**src/rtl/slew_pkg.sv**
```systemverilog
// Shared types for the slew-rate limiter.
package slew_pkg;

  typedef enum logic [1:0] {
    STEP_HOLD,
    STEP_UP,
    STEP_DOWN
  } step_t;

endpackage

```
**src/rtl/slew.sv**
```systemverilog
// Slew-rate limiter: out_val walks toward in_set by at most one LSB per tick,
// with optional shortest-path (modular) tracking for phase-like quantities.
module slew
  import slew_pkg::*;
#(
  parameter int dw = 5
) (
  input  logic          clk,
  input  logic          rst,
  input  logic [dw-1:0] in_set,
  input  logic          enable,
  input  logic          wrap,
  input  logic          tick,
  output logic [dw-1:0] out_val,
  output logic          motion
);

  localparam logic [dw-1:0] LSB = dw'(1);

  logic [dw-1:0] diff;
  logic [dw-1:0] next_val;
  step_t         dir;

  assign diff = in_set - out_val;

  // Linear mode uses the full unsigned compare so it can never wrap through 0 or max;
  // modular mode uses the diff MSB, which also sends the half-circle tie downward.
  always_comb begin
    // NOTE: every always_comb output gets a default first so no path infers a latch.
    dir = STEP_HOLD;
    if (diff != '0) begin
      if (wrap) dir = diff[dw-1] ? STEP_DOWN : STEP_UP;
      else      dir = (in_set > out_val) ? STEP_UP : STEP_DOWN;
    end
  end

  always_comb begin
    next_val = out_val;
    if (!enable) begin
      next_val = in_set;
    end else if (tick) begin
      case (dir)
        STEP_UP:   next_val = out_val + LSB;
        STEP_DOWN: next_val = out_val - LSB;
        default:   next_val = out_val;
      endcase
    end
  end

  // NOTE: sequential state uses non-blocking assignments so all registers update together.
  always_ff @(posedge clk) begin
    if (rst) begin
      out_val <= '0;
      motion  <= 1'b0;
    end else begin
      out_val <= next_val;
      motion  <= (next_val != in_set);
    end
  end

endmodule

```
**config.mk**
```make
export PLATFORM = sky130hd
export DESIGN_NAME = slew
export DESIGN_NICKNAME = d
export VERILOG_FILES = /design/src/rtl/slew_pkg.sv /design/src/rtl/slew.sv
export SDC_FILE = /design/constraint.sdc
export NUM_CORES = 1
export LEC_CHECK = 0
export CAP_MARGIN = 5
export CELL_PAD_IN_SITES_DETAIL_PLACEMENT = 1
export CELL_PAD_IN_SITES_GLOBAL_PLACEMENT = 2
export CORE_MARGIN = 2
export CORE_UTILIZATION = 29
export DETAILED_ROUTE_END_ITERATION = 7
export PLACE_DENSITY_LB_ADDON = 0.1
export SYNTH_ARGS = -nofsm -noshare
export SYNTH_HDL_FRONTEND = slang
export SYNTH_SLANG_ARGS = --single-unit
```
**constraint.sdc**
```tcl
create_clock -name clk -period 5.3 [get_ports clk]
set_input_delay 1.325 -clock clk [delete_from_list [all_inputs] [get_ports clk]]
set_output_delay 1.325 -clock clk [all_outputs]
set_load 0.05 [all_outputs]
```
==> results.json <==
{
  "grt_first_pass_wirelength_mm": 2.89,
  "pre_cts_slack_ns": -0.0439,
  "synth_top_area_share": 0.167,
  "antenna_found_initial": 0,
  "syn-instance-count": 83,
  "drv_slew": 0,
  "cp-end-kind": "register",
  "grt_use_total": 0.142,
  "postLayoutCoreUtil": 0.380,
  "cts_hold_buf": 0,
  "syn_area_um2": 718,
  "start_util": 0.298,
  "drtPass1Iterations": 3,
  "synth_nets": 104,
  "dr.first_iter.drc_count": 1,
  "clk_pin_slew_ns": 0.05,
  "grt_util_met2": 0.228,
  "critPathLaunchType": "input pin",
  "nNetsFinal": 122,
  "cpPeakStageDelay_ns": 0.52,
  "relSlewSlack": 0.670,
  "max-vdd-ir-drop_uv": 156,
  "synth_common_cells": "inv_1, ha_1, nor2_1",
  "max_freq_mhz": 199,
  "place_hpwl_mm": 1.47,
  "ff2ff_path_depth": 15,
  "cts_resized": 0,
  "clock-sinks": 6,
  "dieWidth_um": 53.8,
  "core_region_area_mm2": 0.00241,
  "clkLatencyLatePin_ns": 0.25,
  "period_share": 0.946,
  "io-pin-count": 16,
  "postCtsSetupBuffers": 0,
  "cp.required_ns": 5.43,
  "cts_buffers": 3,
  "synth-seq-cells": 6,
  "tightest_slew_ns": 0.489,
  "vias": 648,
  "power_density_mw_per_mm2": 389,
  "synth_flop_cell": "dfxtp_1",
  "cts_tree": "done",
  "synth_cell_types": 28,
  "clockBufferDepth": 2,
  "path_cells": "clkdlybuf4s50_1 > inv_1 > ha_1 > fa_1 > nand2b_1 > a21oi_1 > nor2_1 > xnor2_1 > o21ai_0 > o21ai_0 > ha_2 > ha_1 > a21oi_1 > or4bb_1 > nand4_2 > xor2_1 > o311a_1",
  "synth-seq-area-share": 0.167,
  "synthTopCellsByArea": "dfxtp_1, ha_1, xnor2_1",
  "drv_cap": 0,
  "met1_usage": 0.189,
  "dpl_cell_area_um2": 891,
  "worst_slack_ns": 0.284,
  "yosys.cell_count.top_type": "inv_1",
  "crit_slowest_cell": "or4bb_1",
  "rsz0062_at_grt": "no",
  "final_cell_area_um2": 916,
  "skew_ns": 0.000229,
  "dieArea_mm2": 0.00289,
  "yosys_warnings": 0,
  "areaGrowthSynthToFinish_pct": 27.5,
  "die_h_um": 53.8,
  "synth_edf_count": 0,
  "path_max_fanout": 5,
  "async_reset_ff_frac": 0,
  "htreeDepth": 1,
  "hold_class": "register to register",
  "final-setup-viol-count": 0,
  "avgSynthCellArea_um2": 8.65,
  "ant_nets": 0,
  "gp_congestion": 0.692,
  "grt_overflow": 0,
  "io_buffers": 15,
  "grt_pass1_vias": 633,
  "min_path_cells": 2,
  "leakage_uw": 0.000392,
  "arrival_ns": 5.15,
  "drive_above_1_share": 0.0707,
  "grt.busiest_layer": "met2",
  "synth_top_cell_by_area": "dfxtp_1",
  "outcome": "finished clean",
  "drcViolationCount": 0,
  "path_class": "input pin to register",
  "wl_mm": 1.81,
  "wl_per_cell_um": 14.1,
  "min_period_ns": 5.02,
  "viasPerCell": 5.02,
  "diodes": 0,
  "num_rows": 18,
  "grtUsageMet3": 0.00833,
  "grt_max_degree": 11,
  "hold_viol_final": 0,
  "clockRootBuffer": "clkbuf_4"
}
[path summary, 6_finish.rpt]
check | start | to | slack [ns]
worst max-delay path | in_set[0] | motion$_SDFF_PP0_ | 0.28
worst min-delay path | out_val[4]$_SDFF_PP0_ | out_val[4]$_SDFF_PP0_ | 0.64
worst max register to register | out_val[1]$_SDFF_PP0_ | motion$_SDFF_PP0_ | 1.34
worst min register to register | out_val[4]$_SDFF_PP0_ | out_val[4]$_SDFF_PP0_ | 0.64
[state kept, by name (all words and copies together), names as in the netlist]
signal and flops:
out_val 5, motion 1
[report_power, final]
group	internal, uW	switching, uW
Clock	25.7	17.9
Combinational	111	137
Sequential	53.0	11.3
[per-layer routing]
layer,share of wire,up-vias
li1,-,324
met5,0,-
met2,0.46,12
met4,0.018,0
met1,0.49,308
met3,0.036,4
[final cells by class]
class | count | area (um2)
Fill cell | 299 | 1490
Multi-Input combinational cell | 65 | 548
Timing Repair Buffer | 15 | 150
Sequential cell | 6 | 120
Inverter | 10 | 37.5
Tap cell | 30 | 37.5
Clock buffer | 3 | 22.5
[metrics by stage]
step / std cells / setup TNS [ns] / hold slack (ns) / total power (uW)
2_1_floorplan: 83 / 0 / 0.819 / 256
3_3_place_gp: 126 / 0 / 0.619 / 311
3_5_place_dp: 126 / -0.0439 / 0.625 / 314
4_1_cts: 129 / 0 / 0.633 / 360
5_1_grt: 129 / 0 / 0.642 / 388
6_report: 129 / 0 / 0.638 / 356
[cells by family (layout without fill, tap and decap cells)]
| group | Yosys count | count (layout) | synth area share |
|---|---|---|---|
| xor+xnor | 12 | 12 | 0.146 |
| flops | 6 | 6 | 0.167 |
| simple gates | 21 | 21 | 0.190 |
| buf+inv | 12 | 28 | 0.0732 |
| fa+ha+maj | 11 | 11 | 0.213 |
| compound gates | 17 | 17 | 0.153 |
| mux | 4 | 4 | 0.0575 |
[critical path, delay by kind of cell]
kind                       cells  cell delay (ns)
and+or+nand+nor                4             0.87
buffers and inverters          2             0.57
xor gates and xnor gates       2             0.34
adders and majority gates      4             1.15
AOI/OAI and AO/OA              5             0.90
[cells in the final DEF, fill, tap and decap left out]
cell / Yosys / layout
a211oi_1: 3 / 3
a21o_1: 1 / 1
a21oi_1: 6 / 6
a41oi_1: 1 / 1
clkbuf_4: 0 / 3
clkdlybuf4s50_1: 0 / 15
dfxtp_1: 6 / 6
fa_1: 2 / 2
ha_1: 9 / 8
ha_2: 0 / 1
inv_1: 10 / 10
mux2_2: 1 / 1
mux2i_1: 3 / 3
nand2b_1: 2 / 2
nand2b_4: 1 / 1
nand3_1: 2 / 2
nand4_1: 2 / 2
nand4_2: 1 / 1
nor2_1: 8 / 8
nor2b_1: 1 / 1
nor3b_1: 1 / 1
o21a_1: 1 / 1
o21ai_0: 3 / 3
o311a_1: 1 / 1
o311ai_0: 1 / 1
or4b_1: 2 / 2
or4bb_1: 1 / 1
xnor2_1: 7 / 7
xor2_1: 5 / 5
(Power assumes the default switching activity.)
